File: config.mk
export PLATFORM = sky130hd
export DESIGN_NAME = seq_multiplier
export DESIGN_NICKNAME = d
export VERILOG_FILES = /design/src/rtl/mul_pkg.sv /design/src/rtl/rca_n.sv /design/src/rtl/seq_multiplier.sv
export SDC_FILE = /design/constraint.sdc
export NUM_CORES = 1
export LEC_CHECK = 0
export BUFFER_PORTS_ARGS = -buffer_cell sky130_fd_sc_hd__buf_2
export CORE_UTILIZATION = 30
export DETAILED_ROUTE_END_ITERATION = 8
export GPL_ROUTABILITY_DRIVEN = 0
export PLACE_DENSITY = 0.55
export SLEW_MARGIN = 20
export SYNTH_ARGS = -nofsm -noshare
export SYNTH_HDL_FRONTEND = slang
export SYNTH_SLANG_ARGS = --single-unit
File: constraint.sdc
create_clock -name clk -period 16.3 [get_ports clk]
set_input_delay 0.815 -clock clk [delete_from_list [all_inputs] [get_ports clk]]
set_output_delay 0.815 -clock clk [all_outputs]
set_load 0.03 [all_outputs]
File: src/rtl/mul_pkg.sv
// Shared definitions for the sequential RV32M-style multiplier:
// operation encodings and the controller state type.
package mul_pkg;

  localparam logic [1:0] MUL_LO = 2'b00;
  localparam logic [1:0] MULH   = 2'b01;
  localparam logic [1:0] MULHSU = 2'b10;
  localparam logic [1:0] MULHU  = 2'b11;

  typedef enum logic [1:0] {
    IDLE = 2'b00,
    RUN  = 2'b01,
    FIX  = 2'b10,
    DONE = 2'b11
  } state_t;

endpackage

File: src/rtl/rca_n.sv
// N-bit ripple-carry adder. A chain of full-adder cells, with the carry
// rippling from bit 0 up to cout.
module rca_n #(
  parameter int N = 32
) (
  input  logic [N-1:0] a,
  input  logic [N-1:0] b,
  input  logic         cin,
  output logic [N-1:0] sum,
  output logic         cout
);

  logic [N:0] c;

  assign c[0] = cin;

  // One full-adder cell per bit: sum is the parity of the three inputs and
  // carry is the majority.
  for (genvar i = 0; i < N; i++) begin : g_fa
    assign sum[i]   = a[i] ^ b[i] ^ c[i];
    assign c[i + 1] = (a[i] & b[i]) | (c[i] & (a[i] ^ b[i]));
  end

  assign cout = c[N];

endmodule

File: src/rtl/seq_multiplier.sv
// Multi-cycle shift-add multiplier for MUL/MULH/MULHSU/MULHU.
// It multiplies the operand magnitudes unsigned over WIDTH iterations.
// The sign is then restored in a single fix-up cycle.
module seq_multiplier
  import mul_pkg::*;
#(
  parameter int WIDTH = 32
) (
  input  logic             clk,
  input  logic             rst,
  input  logic             start,
  input  logic [1:0]       mode,
  input  logic [WIDTH-1:0] a,
  input  logic [WIDTH-1:0] b,
  output logic             busy,
  output logic             done,
  output logic [WIDTH-1:0] result
);

  localparam int CW = $clog2(WIDTH + 1);
  localparam int PW = 2 * WIDTH;

  state_t state, state_nxt;
  logic   accept;

  logic [1:0]       mode_q;
  logic             neg;
  logic [WIDTH-1:0] mcand;
  logic [WIDTH-1:0] mplier;
  logic [PW-1:0]    acc;
  logic [CW-1:0]    cnt;
  logic             last_iter;

  logic             a_sgn, b_sgn;
  logic [WIDTH-1:0] a_mag, b_mag;
  logic [WIDTH-1:0] addend, sum;
  logic             cout;
  logic [PW-1:0]    prod;

  assign last_iter = (cnt == CW'(WIDTH));

  // Controller state register.
  always_ff @(posedge clk) begin
    if (rst) state <= IDLE;
    else     state <= state_nxt;
  end

  // Next-state logic. A start is accepted in IDLE and in the done cycle.
  always_comb begin
    state_nxt = state;
    accept    = 1'b0;
    case (state)
      IDLE: begin
        if (start) begin
          state_nxt = RUN;
          accept    = 1'b1;
        end
      end
      RUN:  if (last_iter) state_nxt = FIX;
      FIX:  state_nxt = DONE;
      DONE: begin
        if (start) begin
          state_nxt = RUN;
          accept    = 1'b1;
        end else begin
          state_nxt = IDLE;
        end
      end
      default: state_nxt = IDLE;
    endcase
  end

  // busy and done are registered from the next state, so neither has a
  // combinational path from start.
  always_ff @(posedge clk) begin
    if (rst) begin
      busy <= 1'b0;
      done <= 1'b0;
    end else begin
      busy <= (state_nxt == RUN) || (state_nxt == FIX);
      done <= (state_nxt == DONE);
    end
  end

  // Operand signs and magnitudes for the requested mode. The most-negative
  // value negates to itself, which is still the correct unsigned magnitude.
  always_comb begin
    a_sgn = ((mode == MULH) || (mode == MULHSU)) && a[WIDTH-1];
    b_sgn = (mode == MULH) && b[WIDTH-1];
    a_mag = a_sgn ? (~a + WIDTH'(1)) : a;
    b_mag = b_sgn ? (~b + WIDTH'(1)) : b;
  end

  // The multiplicand is gated by the multiplier LSB and added into the
  // upper half of the accumulator.
  assign addend = mplier[0] ? mcand : '0;

  rca_n #(.N(WIDTH)) u_rca (
    .a    (acc[PW-1:WIDTH]),
    .b    (addend),
    .cin  (1'b0),
    .sum  (sum),
    .cout (cout)
  );

  // Restore the sign over the full double-width product. A zero product
  // negates to zero.
  assign prod = neg ? (~acc + PW'(1)) : acc;

  // Datapath: latch operands on accept, iterate in RUN, register the
  // selected product half in FIX.
  always_ff @(posedge clk) begin
    if (rst) begin
      mode_q <= '0;
      neg    <= 1'b0;
      mcand  <= '0;
      mplier <= '0;
      acc    <= '0;
      cnt    <= '0;
      result <= '0;
    end else if (accept) begin
      mode_q <= mode;
      neg    <= a_sgn ^ b_sgn;
      mcand  <= a_mag;
      mplier <= b_mag;
      acc    <= '0;
      cnt    <= '0;
    end else if ((state == RUN) && !last_iter) begin
      acc    <= {cout, sum, acc[WIDTH-1:1]};
      mplier <= mplier >> 1;
      cnt    <= cnt + CW'(1);
    end else if (state == FIX) begin
      result <= (mode_q == MUL_LO) ? prod[WIDTH-1:0] : prod[PW-1:WIDTH];
    end
  end

endmodule

==> impl_metrics.tcl, run 1 <==
set metrics [dict create \
    status "finished, final reports clean" \
    stdcell_area_um2 12000 \
    cts_setup_buffers 0 \
    skew_ns 0.0124 \
    cts-resized-gates 0 \
    syn_area_um2 10600 \
    cts_tree "yes" \
    timing.fmax_mhz 76.9 \
    rows 68 \
    synth_edf_count 0 \
    drtIter0Drc 767 \
    numClockSinks 173 \
    numCtsBuffers 17 \
    area_growth_pct 12.9 \
    nets 1494 \
    async_flop_share_pct 0 \
    synthFlopType "dfxtp_1" \
    synth_seq_area_share_pct 32.7 \
    grt_use_total_pct 18.2 \
    grt_max_degree 105 \
    htreeDepth 4 \
    ys_types 66 \
    drive_gt1_share_pct 12.6 \
    required_ns 16.65 \
    ioPinCount 103 \
    clock_latency_ns 0.45 \
    slew_violations 0 \
    route.detailed.drc 0 \
    portBuffers 102 \
    tightest_slew_ns 1.03 \
    setup-violations-final 0 \
    firstDrtPassIters 5 \
    die_y_um 190 \
    yosysWarnings 0 \
    grt_pass1_wl_um 51600 \
    crit_fanout 33 \
    period_share_pct 79.8 \
    clockRootBuffer "clkbuf_16" \
    r2r_end "acc[62]" \
    antenna_found_initial 1 \
    period_needed_ns 13.00 \
    startpoint_type "register" \
    crit_path_top_delay_cell "dfxtp_1" \
    slew_headroom_pct 31.1 \
    dp_cells 1818 \
    grt_pass1_vias 9092 \
    cp.arrival_ns 13.35 \
    syn_nets 1459 \
    die_w_um 190 \
    hold_viol 0 \
    fin_hold_ws_ns 0.457 \
    rsz0062_at_grt "false" \
    wirelength_um 32400 \
    num_vias 9842 \
    grt.overflow.total 0 \
    synth_cells 1347 \
    clk_path_buf_depth 2 \
    cpMostUsedCell "fa_1" \
    nFillCells 3629 \
    ff2ff_path_depth 39 \
    drt-vias-per-instance 5.32 \
    p_leak_nw 4.61 \
    hold_path_class "reg2reg" \
    wire_per_inst_um 17.5 \
    cts_hold_buf 0 \
    totalNegativeSetupSlack_ns 0 \
    fin_util_pct 34.5 \
    synth.avg_cell_area_um2 7.86 \
    fp.dieArea_um2 36000 \
    irDropWorstVdd_v 0.0000790 \
    n_antenna_cell 0 \
    clk_pin_slew_ns 0.07 \
    cap_violations 0 \
    ant_nets 0 \
    criticalPathCategory "reg2reg" \
    whs_path_depth 2 \
    setup_ws_ns 3.30 \
    hold_path_end "result[8]" \
    ys_ff_latch 173 \
    r2r-start "mplier[0]" \
    slowest_delay_ns 0.58 \
    end_kind "register" \
    rrSetupSlack_ns 3.30 \
    place_area_um2 11400 \
    pre_cts_ws_ns 3.26 \
    coreArea_um2 34600 \
    hold_start "result[8]" \
    power_density_nw_per_um2 83.1 \
    p_total_uw 993 \
    start_util_pct 30.6 \
    finalNonFillerCells 1849 \
    dp_hpwl_um 23200 \
]
==> metal layers <==
metal  part of all wire (%)  GRT usage [%]  up-vias
li1                       -              -     4858
met1                     49           26.5     4671
met2                     44           27.4      282
met3                    5.8           3.23       29
met4                    1.3           4.62        2
met5                  0.022              0        -
==> area by class of cell <==
| class | instances | area, µm² | area share, % |
|---|---|---|---|
| Inverter | 30 | 113 | 0.942 |
| Multi-Input combinational cell | 1047 | 6690 | 55.9 |
| Tap cell | 455 | 569 | 4.76 |
| Clock inverter | 14 | 97.6 | 0.817 |
| Timing Repair Buffer | 113 | 597 | 4.99 |
| Sequential cell | 173 | 3460 | 29.0 |
| Clock buffer | 17 | 425 | 3.56 |
==> synthesized netlist by cell type, types with 13 or more instances <==
cell type / instances / share of area (%)
nand2_1: 225 / 8.0
dfxtp_1: 173 / 33
nor2_1: 119 / 4.2
a21oi_1: 111 / 5.2
clkbuf_1: 88 / 3.1
xor2_1: 50 / 4.1
xnor2_1: 48 / 4.0
nor3_1: 44 / 2.1
o21ai_0: 43 / 2.0
and2_1: 32 / 1.9
fa_1: 31 / 5.9
inv_1: 30 / 1.1
a211oi_1: 29 / 2.1
a311oi_1: 27 / 2.2
o31ai_1: 24 / 1.7
nor4_1: 23 / 1.4
mux2i_1: 21 / 2.0
nand3_1: 18 / 0.85
or3_1: 18 / 1.1
or4_1: 16 / 1.1
a31oi_1: 15 / 0.89
o41ai_1: 13 / 1.1
==> worst max-delay path by stage <==
| stage | from | end | slack [ns] |
|---|---|---|---|
| floorplan | mplier[0] | acc[62] | 3.95 |
| global placement | mplier[0] | acc[62] | 3.37 |
| detailed placement | mplier[0] | acc[62] | 3.26 |
| CTS | mplier[0] | acc[62] | 3.25 |
| global route | mplier[0] | acc[62] | 2.78 |
| finish | mplier[0] | acc[62] | 3.30 |
==> cell usage in the layout (no fill, tap or decap), types with 7 or more instances in the layout <==
master and count:
a2111oi_0 7, a211oi_1 29, a21oi_1 111, a311oi_1 27
a31oi_1 15, and2_1 32, and3_1 10, buf_2 102
buf_4 10, clkbuf_16 17, dfxtp_1 172, fa_1 31
ha_1 12, inv_1 30, mux2i_1 21, nand2_1 224
nand2b_1 11, nand3_1 18, nand4_1 7, nand4b_1 7
nor2_1 116, nor3_1 43, nor4_1 22, o21ai_0 43
o22ai_1 12, o31ai_1 24, o41ai_1 13, or2_2 9
or3_1 18, or4_1 16, xnor2_1 48, xor2_1 50
==> logic make-up after synthesis <==
family          after synthesis  synth area share (%)
simple gates                562                  25.2
fa+ha+maj                    43                  7.28
xor+xnor                     98                  8.11
mux                          25                  2.41
flops                       173                  32.7
compound gates              319                  19.6
buf+inv                     127                  4.65
==> state kept, by name (all words and copies together), names as in the netlist <==
register,count
mcand,32
cnt,6
done,1
mode_q,2
mplier,32
busy,1
result,32
state,2
acc,64
neg,1
==> critical path, delay by kind of cell (launching register included) <==
kind,cells,cell delay (ns)
AOI/OAI and AO/OA,1,0.19
adders and majority gates,32,11.50
and+or+nand+nor,1,0.28
DFF,1,0.58
buffers and inverters,5,0.32
==> report_power, final <==
group	switching [mW]	total [mW]	internal (mW)	leakage, nW
clock network	0.185	0.379	0.194	0.247
registers	0.0124	0.453	0.440	1.41
logic	0.107	0.162	0.0546	2.96
No activity file was read; power rests on OpenSTA's default activity.
==> run 2, diff against run 1 <==
- clock period: 16.3 -> 12.45 ns (I/O delays scaled with it)
==> run 2 against run 1 <==
Against the previous run:
- critical path depth did not move
- maximum frequency rose by 7.9%
- die area did not move
- sequential power rose by 30%
- final cell count rose by 0.38%
- routed wire length rose by 1.1%
- global-route usage rose by 0.19 points
- cell area rose by 0.86%
- worst setup slack got worse by 2.9 ns
- combinational power rose by 34%
- core utilization rose by 0.30 points
- highest routed layer unchanged
==> impl_metrics.tcl, run 2 (synthesized netlist as in run 1, its figures left out) <==
set metrics [dict create \
    layout_common_cells "224 x nand2_1, 172 x dfxtp_1, 116 x nor2_1, 111 x a21oi_1, 102 x buf_2" \
    tightest_slew_ns 1.00 \
    power_density_nw_per_um2 109 \
    numCtsBuffers 17 \
    wire_per_inst_um 17.7 \
    cap_violations 0 \
    end_kind "register" \
    timing.fmax_mhz 83.0 \
    rows 68 \
    grt_pass1_wl_um 52100 \
    grt.overflow.total 0 \
    grt_use_total_pct 18.4 \
    coreArea_um2 34600 \
    dp_hpwl_um 23400 \
    area_growth_pct 13.9 \
    die_w_um 190 \
    grt_max_degree 85 \
    clockRootBuffer "clkbuf_16" \
    firstDrtPassIters 6 \
    p_total_mw 1.32 \
    criticalPathCategory "reg2reg" \
    ioPinCount 103 \
    portBuffers 102 \
    setup_ws_ns 0.401 \
    startpoint_type "register" \
    numClockSinks 173 \
    clk_pin_slew_ns 0.07 \
    required_ns 12.80 \
    num_vias 9879 \
    drtIter0Drc 768 \
    stdcell_area_um2 12100 \
    slew_headroom_pct 33.0 \
    route.detailed.drc 0 \
    pre_cts_ws_ns -0.175 \
    ant_nets 0 \
    clk_path_buf_depth 2 \
    crit_fanout 2 \
    place_area_um2 11500 \
    slowest_delay_ns 0.42 \
    fin_hold_ws_ns 0.422 \
    skew_ns 0.00755 \
    period_share_pct 96.8 \
    irDropWorstVdd_v 0.0000992 \
    slew_violations 0 \
    die_y_um 190 \
    hold_viol 0 \
    wirelength_um 32800 \
    grt_pass1_vias 9107 \
    nets 1499 \
    setup-violations-final 0 \
    drive_gt1_share_pct 13.9 \
    cpMostUsedCell "fa_1" \
    clock_latency_ns 0.44 \
    layout_commonest_cell "nand2_1" \
    p_leak_nw 4.62 \
    hold_path_class "in2reg" \
    drt-vias-per-instance 5.32 \
    cp.arrival_ns 12.40 \
    cts_tree "yes" \
    antenna_found_initial 3 \
    fp.dieArea_um2 36000 \
    crit_path_top_delay_cell "fa_1" \
    start_util_pct 30.6 \
    largest_register_ffs 64 \
    htreeDepth 4 \
    status "finished, final reports clean" \
    top_register "acc" \
    period_needed_ns 12.05 \
]
-- run 2: power breakdown --
part | internal (mW) | switching, mW
clock | 0.277 | 0.232
combinational | 0.0727 | 0.144
sequential | 0.577 | 0.0140
total | 0.927 | 0.390
-- run 2: what timing repair did --
item | CTS | global route
hold buffers | 0 | 0
cloned | 0 | 0
endpoints found under the setup margin | 1 | 3
setup buffers | 0 | 0
pin swaps | 0 | 0
gates resized for setup | 4 | 11
-- run 2: per-layer routing --
| layer | global-route usage (%) | routed length (µm) | vias to the layer above |
|---|---|---|---|
| met2 | 28.1 | 14500 | 280 |
| li1 | - | - | 4872 |
| met5 | 0 | 21 | - |
| met3 | 4.52 | 2200 | 32 |
| met1 | 25.9 | 15700 | 4691 |
| met4 | 4.19 | 386 | 4 |
-- run 2: final timing paths --
check	startpoint	to	slack [ns]	depth (start not counted)
setup / recovery	mcand[0]	acc[62]	0.40	39
hold / removal	rst	state[0]	0.42	2
setup reg to reg	mcand[0]	acc[62]	0.40	39
hold reg to reg	mcand[23]	mcand[23]	0.46	2
-- run 2: per-stage QoR --
| stage | std cells | TNS, ns | utilization (%) |
|---|---|---|---|
| after floorplan | 1347 | 0 | - |
| after CTS | 1855 | 0 | 34.7 |
| after global placement | 1823 | -0.0451 | 33.1 |
| after detailed placement | 1823 | -0.175 | 33.1 |
| after global routing | 1856 | -0.0178 | 34.8 |
| final | 1856 | 0 | 34.8 |
-- run 2: worst max-delay path: cells and delay by family, from the launching register on --
kind | cells | cell delay [ns]
AOI/OAI and AO/OA | 1 | 0.18
adders and majority gates | 32 | 11.02
buffers and inverters | 5 | 0.32
DFF | 1 | 0.31
and+or+nand+nor | 1 | 0.15
-- run 2: layout make-up --
class                      count  area (µm²)
inverter                      30         113
timing repair buffer         118         631
clock buffer                  24         492
antenna                        1        2.50
clock inverter                 8        57.6
sequential                   173        3460
multi-input combinational   1047        6730
fill                        3585       22600
tap                          455         569
==> run 3, diff against run 2 <==
- ABC_AREA: default -> 1
==> run 3 against run 2 <==
Against the previous run:
- power grew 140%
- cell area grew 8.5%
- clock skew grew 0.0062 ns
- final cell count grew 30%
- die area grew 9.2%
- largest cell class unchanged
- first-iteration DRC count grew 14%
- critical path type unchanged
- sequential share of layout area shrank 2.3 points
- largest power group is now combinational cells
- core utilization shrank 0.24 points
==> impl_metrics.tcl, run 3 <==
set metrics [dict create \
    clk_pin_slew_ns 0.07 \
    clk_path_buf_depth 2 \
    crit_path_top_delay_cell "fa_1" \
    fin_util_pct 34.6 \
    pre_cts_ws_ns -0.00301 \
    area_growth_pct 13.1 \
    route.detailed.drc 0 \
    grt_use_total_pct 19.2 \
    clockRootBuffer "clkbuf_16" \
    p_leak_nw 6.03 \
    synthTopCellsByCount "451 x nand2_1, 252 x nor2_1, 180 x inv_1, 173 x dfxtp_1, 163 x o21ai_0" \
    slew_violations 0 \
    period_needed_ns 12.04 \
    grt_pass1_wl_um 59500 \
    slowest_delay_ns 0.40 \
    drt-vias-per-instance 4.92 \
    wire_per_inst_um 15.4 \
    synth_top_area_share_pct 29.9 \
    nFillCells 4268 \
    skew_ns 0.0137 \
    cts_tree "yes" \
    htreeDepth 4 \
    die_w_um 198 \
    setup-violations-final 0 \
    ys_ff_latch 173 \
    setup_ws_ns 0.410 \
    critPathTopFamily "adder cells" \
    status "finished, final reports clean" \
    required_ns 12.82 \
    portBuffers 102 \
    cts_hold_buf 0 \
    layout_commonest_cell "nand2_1" \
    drive_gt1_share_pct 10.8 \
    async_flop_share_pct 0 \
    cts_setup_buffers 0 \
    synth_cells 1833 \
    cp.arrival_ns 12.41 \
    hold_viol 0 \
    hold_start "mode[0]" \
    syn_nets 1945 \
    timing.fmax_mhz 83.1 \
    synth_seq_area_share_pct 29.9 \
    synth.avg_cell_area_um2 6.31 \
    yosysWarnings 0 \
    irDropWorstVdd_v 0.0000876 \
    synthFlopType "dfxtp_1" \
    dp_hpwl_um 28000 \
    wirelength_um 37100 \
    synth_edf_count 0 \
    r2r-start "mcand[0]" \
    grt.overflow.total 0 \
    crit_fanout 2 \
    period_share_pct 96.7 \
    yosys-top-cells-area "dfxtp_1 30%, nand2_1 15%, nor2_1 8.2%" \
    coreArea_um2 37800 \
    nets 2001 \
    tightest_slew_ns 0.950 \
    startpoint "mcand[0]" \
    slew_headroom_pct 36.6 \
    rows 71 \
    clock_latency_ns 0.44 \
    die_y_um 198 \
    n_antenna_cell 0 \
    ant_nets 0 \
    startpoint_type "register" \
    antenna_found_initial 0 \
    end_kind "register" \
    totalNegativeSetupSlack_ns 0 \
    ioPinCount 103 \
    syn_area_um2 11600 \
    cpMostUsedCell "fa_1" \
    synth.largest_area_cell "dfxtp_1" \
    largest_register_ffs 64 \
    num_vias 11900 \
    numCtsBuffers 17 \
    ys_types 50 \
    fp.dieArea_um2 39300 \
    start_util_pct 30.6 \
    drtIter0Drc 872 \
    top_register "acc" \
    criticalPathCategory "reg2reg" \
    numClockSinks 173 \
    layout_common_cells "451 x nand2_1, 249 x nor2_1, 180 x inv_1, 172 x dfxtp_1, 163 x o21ai_0" \
    hold_path_class "in2reg" \
    power_density_nw_per_um2 243 \
    firstDrtPassIters 5 \
    yosysMostFrequentCell "nand2_1" \
    grt_pass1_vias 11000 \
    critical_path_buf_inv_count 6 \
    rsz0062_at_grt "false" \
    grt_max_degree 96 \
    cap_violations 0 \
]
run 3: changes by cell type after synthesis, sizes merged, moves of 23 or more:
| cell | delta |
|---|---|
| a21oi | +49 |
| and2 | -28 |
| o21ai | +150 |
| nor3 | -32 |
| xor2 | -33 |
| nor2 | +147 |
| nand3 | +128 |
| clkbuf | -41 |
| inv | +154 |
| nand2 | +240 |
| a211oi | -27 |
| a311oi | -27 |
| buf | +23 |
| xnor2 | -43 |
run 3: through the flow:
step	instance area (µm²)	std cells	hold WS (ns)	power [mW]
after floorplan	11600	1833	0.426	2.15
after global placement	12500	2381	0.440	2.61
after detailed placement	12500	2381	0.442	2.63
after CTS	13100	2412	0.405	3.18
after global routing	13100	2412	0.410	3.46
final	13100	2412	0.425	3.18
run 3: area by class of cell:
type	instances	area [µm²]	area share [%]
multi-input combinational	1395	7080	54.1
sequential	173	3460	26.5
inverter	187	708	5.41
tap	511	639	4.89
timing repair buffer	115	608	4.65
clock buffer	17	425	3.25
clock inverter	14	159	1.21
run 3: worst paths after layout:
kind / endpoint / slack (ns) / depth (start not counted)
max: acc[62] / 0.41 / 40
max reg2reg: acc[62] / 0.41 / 40
min reg2reg: mcand[27] / 0.46 / 2
min: mode_q[0] / 0.43 / 2
run 3: routing by layer:
metal	up-vias	GRT usage [%]	wire (µm)
li1	6081	-	-
met1	5426	27.9	18600
met2	335	30.3	16400
met3	23	2.16	1720
met4	0	4.22	381
met5	-	0	0
run 3: what timing repair did:
item	CTS	global route
resized for setup	1	8
gates cloned	0	0
setup endpoints to repair	1	3
run 3: cell families (layout without fill, tap and decap cells):
family | count (synthesis) | count (layout) | share of synthesized area (%)
AO/OA/AOI/OAI | 401 | 401 | 18.4
XOR/XNOR | 22 | 22 | 1.67
adder cells (fa/ha/maj) | 43 | 43 | 6.66
buffers and inverters | 265 | 333 | 9.15
flip-flops | 173 | 173 | 29.9
AND/OR/NAND/NOR | 929 | 929 | 34.2
run 3: power by group:
| part | switching (mW) | internal [mW] |
|---|---|---|
| Clock | 0.247 | 0.299 |
| Combinational | 1.24 | 0.508 |
| Sequential | 0.154 | 0.735 |
| Total | 1.64 | 1.54 |
